[src/rtl/count_sequencer_ctrl_if.sv]
// Control/status bundle between a job requester and count_sequencer_ctrl.
// The requester drives start/abort/hold/limit/reps; the sequencer drives status and count.
interface count_sequencer_ctrl_if;
    logic       start;
    logic       abort;
    logic       hold;
    logic [3:0] limit;
    logic [2:0] reps;
    logic       busy;
    logic       cnt_en;
    logic [3:0] q;
    logic [2:0] pass;
    logic       wrap;
    logic       done;

    modport master (
        output start, abort, hold, limit, reps,
        input  busy, cnt_en, q, pass, wrap, done
    );

    modport slave (
        input  start, abort, hold, limit, reps,
        output busy, cnt_en, q, pass, wrap, done
    );
endinterface

[src/rtl/count_sequencer_ctrl.sv]
// Multi-pass count sequencer: counts 0..limit for reps+1 passes, with hold, abort and
// a one-cycle CLEAR before counting and a one-cycle DONE strobe afterwards.
module count_sequencer_ctrl (
    input logic                  clock,
    input logic                  reset,
    count_sequencer_ctrl_if.slave bus
);

    typedef enum logic [1:0] {
        IDLE  = 2'd0,
        CLEAR = 2'd1,
        RUN   = 2'd2,
        DONE  = 2'd3
    } state_t;

    state_t     state;
    logic [3:0] q_r;
    logic [3:0] limit_r;
    logic [2:0] pass_r;
    logic [2:0] reps_r;
    logic       at_limit;
    logic       last_pass;

    assign at_limit  = (q_r == limit_r);
    assign last_pass = (pass_r == reps_r);

    // NOTE: every register in this block uses non-blocking assignment so all
    // updates see the pre-edge values of state, q and pass.
    always_ff @(posedge clock) begin
        if (reset) begin
            state   <= IDLE;
            q_r     <= 4'd0;
            pass_r  <= 3'd0;
            limit_r <= 4'd0;
            reps_r  <= 3'd0;
        end else if (bus.abort && state != IDLE) begin
            state  <= IDLE;
            q_r    <= 4'd0;
            pass_r <= 3'd0;
        end else begin
            case (state)
                IDLE: begin
                    // q and pass keep the finished job's values until a new start.
                    if (bus.start) begin
                        limit_r <= bus.limit;
                        reps_r  <= bus.reps;
                        pass_r  <= 3'd0;
                        state   <= CLEAR;
                    end
                end
                CLEAR: begin
                    q_r   <= 4'd0;
                    state <= RUN;
                end
                RUN: begin
                    if (!bus.hold) begin
                        if (!at_limit) begin
                            q_r <= q_r + 4'd1;
                        end else if (!last_pass) begin
                            q_r    <= 4'd0;
                            pass_r <= pass_r + 3'd1;
                        end else begin
                            state <= DONE;
                        end
                    end
                end
                DONE: begin
                    state <= IDLE;
                end
                default: begin
                    state <= IDLE;
                end
            endcase
        end
    end

    // Status decodes straight off the state register; only cnt_en and wrap also see hold/abort.
    assign bus.busy   = (state != IDLE);
    assign bus.cnt_en = (state == RUN) && !bus.hold;
    assign bus.wrap   = (state == RUN) && !bus.hold && !bus.abort && at_limit && !last_pass;
    assign bus.done   = (state == DONE);
    assign bus.q      = q_r;
    assign bus.pass   = pass_r;

endmodule

[src/flat_wrapper.sv]
// flat-port wrapper written by rule: the top's interface ports become plain ports
module count_sequencer_ctrl_flat 
  (clock, reset, bus_start, bus_abort, bus_hold, bus_limit, bus_reps, bus_busy, bus_cnt_en, bus_q, bus_pass, bus_wrap, bus_done);
  count_sequencer_ctrl_if bus_i ();
  input logic clock;
  input logic reset;
  input wire logic [$bits(bus_i.start)-1:0] bus_start;
  input wire logic [$bits(bus_i.abort)-1:0] bus_abort;
  input wire logic [$bits(bus_i.hold)-1:0] bus_hold;
  input wire logic [$bits(bus_i.limit)-1:0] bus_limit;
  input wire logic [$bits(bus_i.reps)-1:0] bus_reps;
  output wire logic [$bits(bus_i.busy)-1:0] bus_busy;
  output wire logic [$bits(bus_i.cnt_en)-1:0] bus_cnt_en;
  output wire logic [$bits(bus_i.q)-1:0] bus_q;
  output wire logic [$bits(bus_i.pass)-1:0] bus_pass;
  output wire logic [$bits(bus_i.wrap)-1:0] bus_wrap;
  output wire logic [$bits(bus_i.done)-1:0] bus_done;
  assign bus_i.start = bus_start;
  assign bus_i.abort = bus_abort;
  assign bus_i.hold = bus_hold;
  assign bus_i.limit = bus_limit;
  assign bus_i.reps = bus_reps;
  assign bus_busy = bus_i.busy;
  assign bus_cnt_en = bus_i.cnt_en;
  assign bus_q = bus_i.q;
  assign bus_pass = bus_i.pass;
  assign bus_wrap = bus_i.wrap;
  assign bus_done = bus_i.done;
  count_sequencer_ctrl u_core (.clock(clock), .reset(reset), .bus(bus_i));
endmodule
[config.mk]
export PLATFORM = sky130hd
export DESIGN_NAME = count_sequencer_ctrl_flat
export DESIGN_NICKNAME = d
export VERILOG_FILES = /design/src/rtl/count_sequencer_ctrl_if.sv /design/src/rtl/count_sequencer_ctrl.sv /design/src/flat_wrapper.sv
export SDC_FILE = /design/constraint.sdc
export NUM_CORES = 1
export LEC_CHECK = 0
export ABC_AREA = 1
export CORE_AREA = 2 2 49 51
export DETAILED_ROUTE_END_ITERATION = 6
export DIE_AREA = 0 0 51 53
export GPL_ROUTABILITY_DRIVEN = 0
export PLACE_DENSITY = 0.76
export REMOVE_ABC_BUFFERS = 1
export SYNTH_ARGS = -nofsm -noshare
export SYNTH_HDL_FRONTEND = slang
export SYNTH_SLANG_ARGS = --single-unit
[constraint.sdc]
create_clock -name clock -period 1.7 [get_ports clock]
set_clock_uncertainty 0.05 [all_clocks]
set_input_delay 0.34 -clock clock [delete_from_list [all_inputs] [get_ports clock]]
set_output_delay 0.34 -clock clock [all_outputs]
set_load 0.02 [all_outputs]
==> results of run 1 <==
==> area by class of cell <==
cell class | instances | area [µm²]
multi-input cells | 110 | 654
inverters | 25 | 95.1
fillers | 185 | 594
well taps | 28 | 35.0
clock buffers | 4 | 36.3
repair buffers | 50 | 404
flip-flops and latches | 16 | 329
==> flip-flops by register name, summed over array words and instances (netlist names) <==
name             flops
u_core.bus.q         4
u_core.limit_r       4
u_core.bus.pass      3
u_core.reps_r        3
u_core.state         2
==> through the flow <==
| stage | setup TNS (ns) | setup slack (ns) |
|---|---|---|
| after global placement | -0.653 | -0.389 |
| after global routing | -0.151 | -0.147 |
| after CTS | -0.119 | -0.119 |
| final | -0.0424 | -0.0424 |
| after floorplan | -0.502 | -0.502 |
| after detailed placement | -0.729 | -0.423 |
==> cells by family (layout without fill, tap and decap cells) <==
logic type | after synthesis | after routing | synth area share [%]
XOR/XNOR | 3 | 3 | 2.54
adder cells (fa/ha/maj) | 6 | 6 | 7.25
flip-flops | 16 | 16 | 31.0
AND/OR/NAND/NOR | 87 | 87 | 39.1
AO/OA/AOI/OAI | 14 | 14 | 9.55
buffers and inverters | 28 | 79 | 10.6
==> worst max path at each step <==
stage               endpoint  cells after the start  slack, ns
detailed placement  bus_wrap                      5      -0.42
CTS                 bus_wrap                      7      -0.12
global placement    bus_wrap                      5      -0.39
finish              bus_wrap                      7      -0.04
floorplan           bus_wrap                      6      -0.50
global route        bus_wrap                      7      -0.15
==> worst max-delay path: stages, from the launching register on <==
cell and delay, ns:
dfxtp_2 0.34, inv_2 0.07, ha_4 0.13, inv_2 0.04
nor2_2 0.11, nand2_1 0.07, nor3_2 0.14, buf_4 0.16
==> Yosys cell counts, drive strengths merged <==
cell type	n	area, µm²
nor3	1	5.00
clkbuf	2	7.51
o21bai	1	7.51
a211oi	6	45.0
ha	6	75.1
buf	1	7.51
xnor2	2	17.5
nand3	10	62.6
nor2	24	103
a21oi	7	46.3
clkinv	1	5.00
nand2	45	189
xor2	1	8.76
nand3b	1	7.51
inv	24	90.1
dfxtp	16	320
nand4	6	37.5
==> power by group through the flow <==
| stage | combinational [mW] | sequential (mW) | clock, mW |
|---|---|---|---|
| 5_1_grt | 1.82 | 0.594 | 0.282 |
| 4_1_cts | 1.57 | 0.564 | 0.268 |
| 2_1_floorplan | 0.865 | 0.646 | 0 |
| 3_5_place_dp | 1.61 | 0.568 | 0 |
| 3_3_place_gp | 1.57 | 0.561 | 0 |
| 6_report | 1.65 | 0.576 | 0.267 |
==> cell usage in the layout (no fill, tap or decap), drive strengths merged <==
cell | synthesis | final
nand2 | 45 | 45
buf | 1 | 31
inv | 24 | 24
nor2 | 24 | 24
dfxtp | 16 | 16
clkdlybuf4s50 | 0 | 11
nand3 | 10 | 10
dlygate4sd2 | 0 | 7
a21oi | 7 | 7
nand4 | 6 | 6
a211oi | 6 | 6
ha | 6 | 6
clkbuf | 2 | 5
xnor2 | 2 | 2
nor3 | 1 | 1
clkinv | 1 | 1
nand3b | 1 | 1
xor2 | 1 | 1
o21bai | 1 | 1
==> layer usage <==
metal  wire length (µm)  vias up  part of all wire, %
met2               1310       26                   51
met5                  0        -                    0
met4                  3        0                 0.12
met1               1130      519                   44
met3                141        2                  5.5
li1                   -      587                    -
==> what timing repair did <==
item                                    4_1_cts  5_1_grt
buffers inserted                              0        1
endpoints found under the setup margin       11       13
gates resized for setup                      22       22
pin swaps                                     0        5
==> results.py, run 1 <==
metrics = {
    "sta": {
        "rsz0062_at_grt": "yes",
        "final-hold-violation-count": 0,
        "setup_violations": 1,
        "worstMarginPinSlew_ns": 0.250,
        "hold-worst-slack_ns": 0.441,
        "fin_crit_sh_pct": 102,
        "layout_min_cycle_time_ns": 1.74,
        "final.setup.worst_slack_ns": -0.0424,
        "relSlewSlack_pct": 83.3,
        "drv_slew": 0,
        "max_freq_mhz": 574,
    },
    "cells_and_area": {
        "fin_cells": 233,
        "antenna_cells": 0,
        "drive_above_1_share_pct": 32.2,
        "synthToLayoutAreaGrowth_pct": 50.2,
        "stdcell_area_um2": 1550,
        "final_core_util_pct": 72.3,
        "nets": 224,
    },
    "route": {
        "drt_pass1_iterations": 4,
        "detail_route.drc_violations": 0,
        "via_per_inst": 4.87,
        "totalWireLength_um": 2580,
        "wl_per_cell_um": 11.1,
        "first_iter_violations": 13,
        "vias": 1134,
        "drtAntennaViolNets": 0,
    },
    "power": {
        "combPwrFrac_pct": 66.2,
        "p_per_area_nw_per_um2": 1600,
        "p_leak_nw": 0.766,
        "intPower_mw": 1.35,
        "clkPwrFrac_pct": 10.7,
        "power_switching_share_pct": 46.1,
        "power_mw": 2.49,
        "irDropWorstVdd_mv": 1.19,
        "power.switching_mw": 1.15,
        "p_seq_share_pct": 23.1,
    },
    "critical_path": {
        "start_kind": "flop",
        "r2r-start": "u_core.state[0]",
        "worstSetupPathType": "reg2out",
        "r2r-end": "u_core.bus.pass[2]",
        "worstSetupStartpoint": "u_core.state[0]",
        "crit_required_ns": 1.31,
        "r2r_slack_ns": 0.12,
        "reg2regPathDepth": 10,
        "worst_ep_arrival_time_ns": 1.35,
        "cp-end-kind": "primary output",
        "cp_max_fo": 2,
    },
    "die": {
        "start_util_pct": 48.2,
        "die_w_um": 51,
        "fp-row-count": 17,
        "die_h_um": 53,
        "dieArea_um2": 2700,
        "core_area_um2": 2150,
        "pin_count": 23,
    },
    "clock_tree": {
        "clock_latency_ns": 0.30,
        "clkTransAtPathRegs_ns": 0.10,
        "cts_tree": "built",
        "numCtsBuffers": 3,
        "postCtsHoldBufs": 0,
        "htreeDepth": 1,
        "clock-sinks": 16,
        "clockBufferDepth": 2,
        "cts.root.buffer_cell": "clkbuf_4",
    },
    "global_route": {
        "use_met2_pct": 40.9,
        "grt_pass1_wl_um": 4310,
        "grt_usage_pct": 21.2,
        "grt_max_degree": 14,
        "grt_pass1_vias": 1061,
        "grt_overflow": 0,
        "gr-max-usage-layer": "met2",
        "grt_util_met1_pct": 23.3,
        "antenna_found_initial": 0,
        "met3_usage_pct": 5.93,
    },
    "run_status": {
        "status": "finished, violations left",
        "violations": "setup timing",
    },
    "flow_run": {
        "maxCapViolations": 0,
    },
    "min_path": {
        "hp-class": "reg2reg",
        "hold_end": "u_core.limit_r[3]",
        "hold_path_depth": 2,
        "min_from": "u_core.limit_r[3]",
    },
    "place": {
        "dp_cells": 228,
        "placed_area_um2": 1480,
        "port-buffer-count": 22,
        "dp_hpwl_um": 1950,
    },
    "yosys": {
        "synth-seq-area-share_pct": 31.0,
        "syn_inst": 154,
        "yosysWarnings": 0,
        "ys_ff_latch": 16,
        "synth_cell_type_count": 24,
        "syn_avg_cell_area_um2": 6.72,
        "syn_area_um2": 1030,
    },
}
(Power assumes the default switching activity.)
==> run 2, diff against run 1 <==
REMOVE_ABC_BUFFERS = default   (was 1)
SETUP_SLACK_MARGIN = 0.3   (was default)
==> run 2 against run 1 <==
The run still ends with setup timing left. Non-clock buffer count increased by 16. Utilization increased by 21 points. Critical path depth increased by 3. Largest cell class unchanged. Final cell count increased by 7.3%. Routed wire length increased by 110%.
==> results.py, run 2 (synthesis gave the netlist of run 1 again) <==
metrics = {
    "min_path": {
        "hold_path_depth": 2,
        "hp-class": "reg2reg",
        "hold_end": "u_core.reps_r[0]",
        "min_from": "u_core.reps_r[0]",
    },
    "die": {
        "die_w_um": 51,
        "dieArea_um2": 2700,
        "die_h_um": 53,
        "fp-row-count": 17,
        "core_area_um2": 2150,
        "pin_count": 23,
        "start_util_pct": 48.2,
    },
    "route": {
        "drt_pass1_iterations": 5,
        "totalWireLength_um": 5540,
        "first_iter_violations": 84,
        "detail_route.drc_violations": 0,
        "vias": 1505,
        "drtAntennaViolNets": 0,
        "wl_per_cell_um": 22.1,
        "via_per_inst": 6.02,
    },
    "global_route": {
        "antenna_found_initial": 0,
        "grt_overflow": 0,
        "grt_usage_pct": 36.4,
        "grt_pass1_vias": 1437,
        "grt_pass1_wl_um": 6980,
        "grt_max_degree": 11,
    },
    "critical_path": {
        "worstSetupPathType": "reg2reg",
        "r2r-start": "u_core.state[0]",
        "cp_max_fo": 3,
        "crit_required_ns": 1.83,
        "r2r_slack_ns": -0.26,
        "r2r-end": "u_core.bus.q[1]",
        "start_kind": "flop",
        "crit_chain": "inv_2 -> buf_4 -> buf_6 -> buf_6 -> buf_6 -> ha_4 -> nand2_4 -> o21bai_4 -> nor2_1 -> nor2_1",
        "crit_slowest_cell": "dfxtp_2",
        "cp-end-kind": "flop",
        "max_stage_delay_ns": 0.37,
        "worst_ep_arrival_time_ns": 2.09,
        "crit_top_cell": "buf_6",
        "reg2regPathDepth": 10,
    },
    "sta": {
        "final.setup.worst_slack_ns": -0.258,
        "drv_slew": 0,
        "hold-worst-slack_ns": 0.484,
        "final-hold-violation-count": 0,
        "worstMarginPinSlew_ns": 0.522,
        "setup_violations": 11,
        "relSlewSlack_pct": 65.2,
        "fin_crit_sh_pct": 115,
        "layout_min_cycle_time_ns": 1.96,
        "rsz0062_at_grt": "yes",
        "max_freq_mhz": 511,
    },
    "clock_tree": {
        "clkTransAtPathRegs_ns": 0.11,
        "numCtsBuffers": 3,
        "clock-sinks": 16,
        "clock_latency_ns": 0.31,
        "cts.root.buffer_cell": "clkbuf_4",
        "clockBufferDepth": 2,
        "htreeDepth": 1,
        "cts_tree": "built",
        "postCtsHoldBufs": 0,
    },
    "place": {
        "dp_hpwl_um": 2080,
        "port-buffer-count": 22,
        "placed_area_um2": 1530,
        "place_ws_ns": -0.472,
    },
    "cells_and_area": {
        "final_common_cell": "buf_4",
        "final_core_util_pct": 93.0,
        "final_cell_mix": "buf_4 (32), nand2_1 (29), inv_1 (16), buf_6 (16), dfxtp_2 (13)",
        "synthToLayoutAreaGrowth_pct": 93.1,
        "nets": 241,
        "antenna_cells": 0,
        "stdcell_area_um2": 2000,
        "drive_above_1_share_pct": 60.4,
    },
    "flow_run": {
        "maxCapViolations": 0,
    },
    "run_status": {
        "status": "finished, violations left",
        "violations": "setup timing",
    },
    "power": {
        "p_per_area_nw_per_um2": 1790,
        "p_leak_nw": 0.899,
        "irDropWorstVdd_mv": 1.40,
        "power_mw": 3.57,
    },
    "yosys": {
        "syn-num-nets": 172,
    },
}
-- run 2: metrics by stage --
stage | TNS, ns | cells
floorplan | 0 | 154
CTS | -0.0612 | 245
global placement | -0.800 | 230
global route | -1.66 | 250
finish | -1.35 | 250
detailed placement | -0.874 | 230
-- run 2: worst max-delay path, delay by kind of cell (launching register included) --
family,cells,cell delay (ns)
buffers and inverters,5,0.52
and+or+nand+nor,3,0.42
DFF,1,0.37
adders and majority gates,1,0.29
AOI/OAI and AO/OA,1,0.19
-- run 2: how the worst max path moves through the flow --
stage	startpoint	to	depth (start not counted)
floorplan	u_core.state[0]	bus_wrap	7
global placement	bus_hold	bus_wrap	5
detailed placement	bus_hold	bus_wrap	5
CTS	u_core.bus.q[0]	bus_wrap	7
global route	u_core.state[0]	u_core.bus.q[1]	10
finish	u_core.state[0]	u_core.bus.q[1]	10
-- run 2: what timing repair did --
| item | 4_1_cts | 5_1_grt |
|---|---|---|
| setup endpoints to repair | 27 | 21 |
| cloned | 1 | 0 |
| pin swaps | 35 | 24 |
| buffers inserted | 10 | 5 |
| gates resized for setup | 116 | 24 |
-- run 2: per-layer routing --
metal	track usage (%)	vias up	part of all wire, %
li1	-	625	-
met2	66.0	130	45
met4	27.9	0	11
met1	37.5	692	35
met3	5.37	58	9.0
met5	0	-	0
-- run 2: power breakdown --
| group | internal [mW] | total [mW] | switching, mW | leakage, nW |
|---|---|---|---|---|
| sequential | 0.504 | 0.610 | 0.106 | 0.137 |
| combinational | 1.13 | 2.69 | 1.56 | 0.742 |
| clock | 0.131 | 0.270 | 0.139 | 0.0210 |
-- run 2: area by class of cell --
| class | count | area, µm² |
|---|---|---|
| multi-input cells | 111 | 913 |
| flip-flops and latches | 16 | 337 |
| clock buffers | 4 | 36.3 |
| well taps | 28 | 35.0 |
| fillers | 73 | 150 |
| inverters | 25 | 108 |
| repair buffers | 66 | 569 |
